**src/rtl/q_wall_masker.sv**
```systemverilog
// q_wall_masker
//   Walks a small list of blocked maze cells and issues Q-table writes that
//   overwrite every action leading into each blocked cell (and, optionally,
//   every action leaving it) with a fixed mask value.
//
//   Ports
//     clk, rst                 clock, asynchronous active-high reset
//     blk_valid/row/col        push one blocked cell into the list
//     blk_ready                list accepts a push this cycle (IDLE, not full)
//     blk_err                  one-cycle pulse after an out-of-range push
//     clear_list               empty the list (IDLE only, wins over a push)
//     start                    begin a masking job (IDLE only)
//     mask_self, mask_value    job options, sampled with start
//     busy, done               job in progress / one-cycle completion pulse
//     q_we/q_state/q_action/q_wdata, q_wr_ready
//                              Q-table write port with back-pressure
//     blk_count                current list occupancy
module q_wall_masker #(
   parameter  int ROWS    = 6,
   parameter  int COLS    = 6,
   parameter  int QW      = 32,
   parameter  int MAX_BLK = 16,
   localparam int SW      = $clog2(ROWS*COLS+1),
   localparam int RW      = (ROWS > 1) ? $clog2(ROWS) : 1,
   localparam int CW      = (COLS > 1) ? $clog2(COLS) : 1,
   localparam int BCW     = $clog2(MAX_BLK+1)
) (
   input  logic           clk,
   input  logic           rst,
   input  logic           blk_valid,
   input  logic [RW-1:0]  blk_row,
   input  logic [CW-1:0]  blk_col,
   output logic           blk_ready,
   output logic           blk_err,
   input  logic           clear_list,
   input  logic           start,
   input  logic           mask_self,
   input  logic [QW-1:0]  mask_value,
   output logic           busy,
   output logic           done,
   output logic           q_we,
   output logic [SW-1:0]  q_state,
   output logic [1:0]     q_action,
   output logic [QW-1:0]  q_wdata,
   input  logic           q_wr_ready,
   output logic [BCW-1:0] blk_count
);

   localparam int IW = (MAX_BLK > 1) ? $clog2(MAX_BLK) : 1;
   localparam logic [RW:0] ROWS_L = (RW+1)'(ROWS);
   localparam logic [CW:0] COLS_L = (CW+1)'(COLS);

   typedef enum logic [1:0] {
      S_IDLE,
      S_SCAN,
      S_EMIT,
      S_DONE
   } state_t;

   state_t state_q, state_d;

   // list storage; contents need no reset, occupancy alone defines validity
   logic [RW-1:0]  row_mem [MAX_BLK];
   logic [CW-1:0]  col_mem [MAX_BLK];
   logic [BCW-1:0] count_q;

   // job context
   logic [IW-1:0]  idx_q;
   logic [SW-1:0]  b_q;
   logic [RW-1:0]  r_q;
   logic [CW-1:0]  c_q;
   logic [2:0]     slot_q;
   logic           self_q;
   logic [QW-1:0]  wdata_q;
   logic           err_q;

   logic           in_range;
   logic           push_acc;
   logic           store;
   logic [BCW-1:0] count_after;
   logic [SW-1:0]  b_calc;
   logic           slot_ok;
   logic [SW-1:0]  slot_tgt;
   logic           last_slot;
   logic           adv;
   logic           more;

   // ------------------------------------------------------------------
   // list push / clear
   // ------------------------------------------------------------------
   assign blk_ready = (state_q == S_IDLE) && (count_q < BCW'(MAX_BLK));
   assign in_range  = ({1'b0, blk_row} < ROWS_L) && ({1'b0, blk_col} < COLS_L);
   assign push_acc  = blk_valid && blk_ready;
   assign store     = push_acc && in_range && !clear_list;

   // occupancy as seen at the end of this cycle, so a start issued together
   // with a push already includes the pushed entry
   always_comb begin
      count_after = count_q;
      if (clear_list)
         count_after = '0;
      else if (store)
         count_after = count_q + BCW'(1);
   end

   always_ff @(posedge clk) begin
      if (store) begin
         row_mem[count_q[IW-1:0]] <= blk_row;
         col_mem[count_q[IW-1:0]] <= blk_col;
      end
   end

   // ------------------------------------------------------------------
   // slot decode for the current blocked cell b = r*COLS + c + 1
   // ------------------------------------------------------------------
   assign b_calc = SW'(row_mem[idx_q]) * SW'(COLS) + SW'(col_mem[idx_q]) + SW'(1);

   always_comb begin
      slot_ok  = 1'b1;
      slot_tgt = b_q;
      case (slot_q)
         3'd0: begin
            slot_ok  = (r_q != '0);
            slot_tgt = b_q - SW'(COLS);
         end
         3'd1: begin
            slot_ok  = (c_q != '0);
            slot_tgt = b_q - SW'(1);
         end
         3'd2: begin
            slot_ok  = (r_q != RW'(ROWS-1));
            slot_tgt = b_q + SW'(COLS);
         end
         3'd3: begin
            slot_ok  = (c_q != CW'(COLS-1));
            slot_tgt = b_q + SW'(1);
         end
         default: begin
            // self slots 4..7, only reached when mask_self was latched
            slot_ok  = 1'b1;
            slot_tgt = b_q;
         end
      endcase
   end

   assign last_slot = self_q ? (slot_q == 3'd7) : (slot_q == 3'd3);
   // an off-grid slot burns its cycle without waiting on the memory
   assign adv       = !slot_ok || q_wr_ready;
   assign more      = (BCW'(idx_q) + BCW'(1)) < count_q;

   // ------------------------------------------------------------------
   // FSM
   // ------------------------------------------------------------------
   always_ff @(posedge clk or posedge rst) begin
      if (rst)
         state_q <= S_IDLE;
      else
         state_q <= state_d;
   end

   always_comb begin
      state_d = state_q;
      case (state_q)
         S_IDLE: begin
            if (start)
               state_d = (count_after != '0) ? S_SCAN : S_DONE;
         end
         S_SCAN: state_d = S_EMIT;
         S_EMIT: begin
            if (adv && last_slot)
               state_d = more ? S_SCAN : S_DONE;
         end
         S_DONE: state_d = S_IDLE;
         default: state_d = S_IDLE;
      endcase
   end

   // ------------------------------------------------------------------
   // datapath registers
   // ------------------------------------------------------------------
   always_ff @(posedge clk or posedge rst) begin
      if (rst) begin
         count_q <= '0;
         err_q   <= 1'b0;
         idx_q   <= '0;
         b_q     <= '0;
         r_q     <= '0;
         c_q     <= '0;
         slot_q  <= '0;
         self_q  <= 1'b0;
         wdata_q <= '0;
      end else begin
         err_q <= push_acc && !in_range;
         case (state_q)
            S_IDLE: begin
               count_q <= count_after;
               if (start) begin
                  self_q  <= mask_self;
                  wdata_q <= mask_value;
                  idx_q   <= '0;
               end
            end
            S_SCAN: begin
               b_q    <= b_calc;
               r_q    <= row_mem[idx_q];
               c_q    <= col_mem[idx_q];
               slot_q <= '0;
            end
            S_EMIT: begin
               if (adv) begin
                  if (last_slot)
                     idx_q <= idx_q + IW'(1);
                  else
                     slot_q <= slot_q + 3'd1;
               end
            end
            default: ;
         endcase
      end
   end

   // ------------------------------------------------------------------
   // outputs
   // ------------------------------------------------------------------
   assign q_we      = (state_q == S_EMIT) && slot_ok;
   assign q_state   = q_we ? slot_tgt : '0;
   assign q_action  = q_we ? slot_q[1:0] : 2'd0;
   assign q_wdata   = wdata_q;
   assign busy      = (state_q == S_SCAN) || (state_q == S_EMIT);
   assign done      = (state_q == S_DONE);
   assign blk_err   = err_q;
   assign blk_count = count_q;

endmodule

```
**config.mk**
```make
export PLATFORM = sky130hd
export DESIGN_NAME = q_wall_masker
export DESIGN_NICKNAME = d
export VERILOG_FILES = /design/src/rtl/q_wall_masker.sv
export SDC_FILE = /design/constraint.sdc
export NUM_CORES = 1
export LEC_CHECK = 0
export ABC_AREA = 1
export CORE_MARGIN = 3
export CORE_UTILIZATION = 60
export DETAILED_ROUTE_END_ITERATION = 10
export HOLD_SLACK_MARGIN = 0.02
export PLACE_DENSITY = 0.85
export SKIP_LAST_GASP = 1
export SYNTH_ARGS = -nofsm -noshare
export SYNTH_HDL_FRONTEND = slang
export SYNTH_SLANG_ARGS = --single-unit
export TNS_END_PERCENT = 20
```
**constraint.sdc**
```tcl
create_clock -name clk -period 8.41 [get_ports clk]
set_clock_uncertainty 0.15 [all_clocks]
set_input_delay 1.2615 -clock clk [delete_from_list [all_inputs] [get_ports clk]]
set_output_delay 1.2615 -clock clk [all_outputs]
set_load 0.01 [all_outputs]
```
### Word-level counts from Yosys, hierarchy flattened

Memories as Yosys holds them, arrays and structs flattened.
Cells that the tools add are included.

| operators by class | value |
|---|---|
| $add $sub $neg | 10 |
| order comparisons | 4 |
| shifts and indexed selects | 0 |
| muxes and demuxes | 21 |
| divide/modulo/power cells | 0 |
| bitwise logic cells | 0 |
| eq/ne operators | 14 |
| reductions and logical operators | 24 |
| multipliers | 1 |

Operator list:

| kind | number |
|---|---|
| 6-bit case mux with 4 select lines | 1 |
| 6-bit by 1-bit adder with 6-bit output (second input constant) | 2 |
| 4-bit 2-to-1 mux | 3 |
| 2-bit 2-to-1 mux | 5 |
| 5-bit 2-to-1 mux | 2 |
| 2-bit != test (second input constant) | 5 |
| 1-bit logical AND | 8 |
| 2-bit case mux with 4 select lines | 1 |
| 4-bit case mux with 2 select lines | 1 |
| 6-bit by 3-bit adder with 6-bit output | 1 |
| 6-bit by 3-bit adder with 6-bit output (second input constant) | 1 |
| 3-bit by 2-bit == test with 1-bit output (second input constant) | 2 |
| 3-bit less-than comparator (second input constant) | 2 |
| 3-bit 2-to-1 mux | 2 |
| 6-bit 2-to-1 mux | 1 |
| 3-bit != test (second input constant) | 2 |
| 3-bit case mux with 2 select lines | 1 |
| 3-bit nonzero test | 2 |
| 6-bit by 1-bit subtractor with 6-bit output (second input constant) | 1 |
| 6-bit by 3-bit subtractor with 6-bit output (second input constant) | 1 |
| 4-bit by 1-bit adder with 5-bit output (second input constant) | 1 |
| 5-bit by 1-bit adder with 5-bit output (second input constant) | 1 |
| 5-bit less-than comparator | 1 |
| 5-bit less-than comparator (second input constant) | 1 |
| other kinds (18) | 26 |

| storage, ports and cells | value |
|---|---|
| input bits | 45 |
| register bits | 60 |
| memory bits (read-only) | 0 |
| memories kept | 2 |
| memory bits (writable) | 96 |
| latch bits | 0 |

Memory list:

| name | depth | width | read ports | clocked after Yosys merged registers in | wr ports | line | source |
|---|---|---|---|---|---|---|---|
| col_mem | 16 | 3 | 1 | 0 | 1 | 64 | `logic [CW-1:0] col_mem [MAX_BLK];` |
| row_mem | 16 | 3 | 1 | 0 | 1 | 63 | `logic [RW-1:0] row_mem [MAX_BLK];` |

### Depth between registers and ports, before layout

| logic depth | value |
|---|---|
| depth in word-level cells | 11 |
| mapped depth | 18 |
| depth with buffers taken out | 15 |

### Least setup slack after synthesis

Ideal clock, no wire load.

| timing | value |
|---|---|
| path type | reg-to-output |
| from | reg slot_q[0] |
| to | out q_state[5] |
| buffers on the path | 0 |
| arrival time | 2.141 ns |
| required time | 6.998 ns |
| setup slack | 4.857 ns |
| stages on the path, launching flop included | 13 |
| path through | dfrtp_1 ha_1 ha_1 inv_1 ha_1 a21oi_1 nand2_1 nand2_1 nand2_1 a21oi_1 or2_2 nand3_1 a21oi_1 |

| on the way | value |
|---|---|
| word-level cells in the longest chain between the ends | 4 |
| elaborated cells between the ends (all ways) | 8 |
| those cells by class | eq/ne: 3; mux: 3; reduce/logical: 2 |

RTL lines:

| item | line | source |
|---|---|---|
| from (decl) | 72 | `logic [2:0] slot_q;` |
| from (signal assigned) | 214 | `slot_q <= slot_q + 3'd1;` |
| 3-bit by 2-bit == test with 1-bit output (tied with other cells) | 121 | `case (slot_q)` |
| 1-bit case mux with 4 select lines | 121 |  |
| 1-bit logical AND | 225 | `assign q_we = (state_q == S_EMIT) && slot_ok;` |
| 6-bit 2-to-1 mux * | 226 | `assign q_state = q_we ? slot_tgt : '0;` |
| to (decl) | 42 | `output logic [SW-1:0] q_state,` |

Mark *: on every way between the ends. The rest lies on a longest branch, timed or not.

### Worst setup path in the final report

Same ends and word-level chain as after synthesis.

==> flow_summary_export.csv <==
group,metric,value,unit
run_status,status,"completed",
global_routing,antenna_found_initial,0,
floorplan,initial_core_util,62.1,%
sta,rsz0062_at_grt,"false",
power,peakVddDrop,202,uV
setup_path,setup.worst_path.end_class,"primary output",
setup_path,arrival,3.27,ns
clock_network,cts_root_buf,"clkbuf_16",
clock_network,clk-insertion-delay-late,0.43,ns
drt,finalWirelength,17.8,mm
sta,worst-slew-pin-transition,0.927,ns
synthesis,ys_warn_count,0,
clock_network,cts_hold_buf,0,
setup_path,critPathSlowestCell,"clkdlybuf4s50_1",
global_routing,grt_pass1_wl,28.6,mm
placement,placed_cell_area,8570,um^2
global_routing,track_usage,26.2,%
floorplan,io_pins,95,
setup_path,cp_max_fo,6,
synthesis,synth_nets,781,
synthesis,async_flop_share,38.5,%
floorplan,die_y,118,um
sta,period_needed,4.68,ns
floorplan,die_area,13900,um^2
cells_and_area,antenna_cells,0,
cells_and_area,layout_commonest_cell,"nand2_1",
clock_network,ctsLongestPathBuffers,2,
clock_network,cts_num_sinks,156,
clock_network,cts_tree,"done",
drt,via_count,5543,
sta,finalSetupTns,0,ns
placement,place_congestion,0.879,
cells_and_area,drive_gt1_share,11.9,%
cells_and_area,final_cell_mix,"nand2_1, edfxtp_1, clkdlybuf4s50_1",
setup_path,worstPathRequired,7.00,ns
global_routing,grt_remaining_overflow,0,
sta,finalHoldViolations,0,
setup_path,reg2reg_slack,4.82,ns
sta,relSlewSlack,37.7,%
power,p_per_area,367,nW/um^2
sta,setup_violations,0,
global_routing,grt_pass1_vias,5627,
floorplan,row_count,40,
clock_network,cts_htree_levels,4,
sta,fin_crit_sh,55.7,%
floorplan,die-width,118,um
placement,hpwl,11.5,mm
drt,drc,0,
clock_network,clk_transition_reported_paths,0.06,ns
synthesis,yosysUniqueCellTypes,40,
synthesis,syn-instance-count,700,
sta,max_freq,214,MHz
global_routing,grt_max_degree,61,
cells_and_area,fin_area,9100,um^2
setup_path,path_class,"reg -> out",
drt,drt_iter0_markers,337,
drt,drt-wirelength-per-cell,18.3,um
drt,antenna_left,0,
cells_and_area,nets,873,
clock_network,postCtsResizedCells,0,
hold_path,hold_path.class,"reg -> reg",
synthesis,netlist_area,7520,um^2
run,cap_violations,0,
setup_path,crit_chain,"ha_1, ha_1, inv_1, ha_1, a21oi_1, nand2_1, nand2_1, nand2_1, a21oi_1, or2_2, nand3_1, a21oi_1, clkdlybuf4s50_1",
power,leakagePower,3.68,nW
placement,numPortBuffers,94,
setup_path,max_stage_delay,0.54,ns
synthesis,synth-edff-count,96,
sta,finalMaxSlewViolations,0,
synthesis,avgSynthCellArea,10.7,um^2
cells_and_area,area_growth,21.0,%
drt,firstDrtPassIters,5,
cells_and_area,fillers,797,
setup_path,cp-start-kind,"flip-flop",
clock_network,cts_buffers,17,
floorplan,coreArea,12100,um^2
synthesis,yosysSeqAreaShare,58.3,%
clock_network,cts_setup_buffers,0,
synthesis,ys_seq_elements,156,
drt,vias_per_cell,5.70,
synthesis,synth_flop_cell,"edfxtp_1",
sequential cells by signal (all words and copies together), names as in the netlist, 2 cells and up:
signal,cells
row_mem,48
col_mem,48
blk_count,5
q_wdata,32
r_q,3
c_q,3
slot_q,3
idx_q,4
state_q,2
b_q,6
metal layers:
metal	GRT usage, %	wire [um]
met5	0	0
met3	6.10	1270
met4	12.4	504
met2	43.9	9090
met1	32.2	6890
where the power goes:
part           leakage (nW)  internal [mW]  total (mW)  switching [mW]
sequential             1.60          0.954        1.06           0.106
clock                 0.258          0.403       0.704           0.300
combinational          1.83          0.666        1.58           0.910
area by class of cell:
| cell class | instances | area (um^2) | share of cell area, % |
|---|---|---|---|
| flip-flops and latches | 156 | 4380 | 48.2 |
| multi-input cells | 447 | 2730 | 30.0 |
| inverters | 71 | 272 | 2.98 |
| clock buffers | 20 | 437 | 4.80 |
| well taps | 168 | 210 | 2.31 |
| clock inverters | 11 | 95.1 | 1.04 |
| repair buffers | 99 | 978 | 10.7 |
worst paths after layout:
check,start,to,depth (start not counted)
worst max-delay path,slot_q[0],q_state[5],13
worst min-delay path,q_wdata[17],q_wdata[17],1
max in group asynchronous,rst,b_q[5],3
worst max register to register,idx_q[0],b_q[4],11
min in group asynchronous,rst,q_wdata[5],3
worst min register to register,q_wdata[17],q_wdata[17],1
worst max-delay path: cells and delay by family, from the launching register on:
kind | cells | cell delay [ns]
buffers and inverters | 2 | 0.74
adder cells (fa/ha/maj) | 3 | 0.89
AO/OA/AOI/OAI | 3 | 0.46
flip-flops | 1 | 0.38
AND/OR/NAND/NOR | 5 | 0.37
cell usage after synthesis, types with 14 or more instances:
master | number | area share (%)
nand2_1 | 104 | 5.2
edfxtp_1 | 96 | 38
nor2_1 | 79 | 3.9
dfrtp_1 | 60 | 20
inv_1 | 60 | 3.0
nand3_1 | 48 | 3.2
o21ai_0 | 46 | 3.1
mux2_2 | 33 | 4.9
ha_1 | 32 | 5.3
o21ai_1 | 22 | 1.5
buf_2 | 16 | 1.1
o221ai_1 | 15 | 1.7
a21oi_1 | 14 | 0.93
cells by family after synthesis:
family | Yosys count | share of synthesized area [%]
compound gates | 114 | 8.85
flops | 156 | 58.3
simple gates | 257 | 15.3
buf+inv | 97 | 5.47
fa+ha+maj | 36 | 6.39
mux | 33 | 4.94
xor+xnor | 7 | 0.815
stage by stage:
step / total power [mW] / setup WS [ns] / util, % / hold slack (ns) / instances
after global placement: 2.56 / 4.27 / 70.8 / 0.337 / 941
after detailed placement: 2.62 / 4.20 / 70.8 / 0.343 / 941
after floorplan: 2.10 / 4.86 / - / 0.331 / 700
after CTS: 3.33 / 3.71 / 75.2 / 0.356 / 972
after global routing: 3.56 / 3.45 / 75.2 / 0.379 / 972
final: 3.34 / 3.73 / 75.2 / 0.358 / 972
No activity file was read; power rests on OpenSTA's default activity.
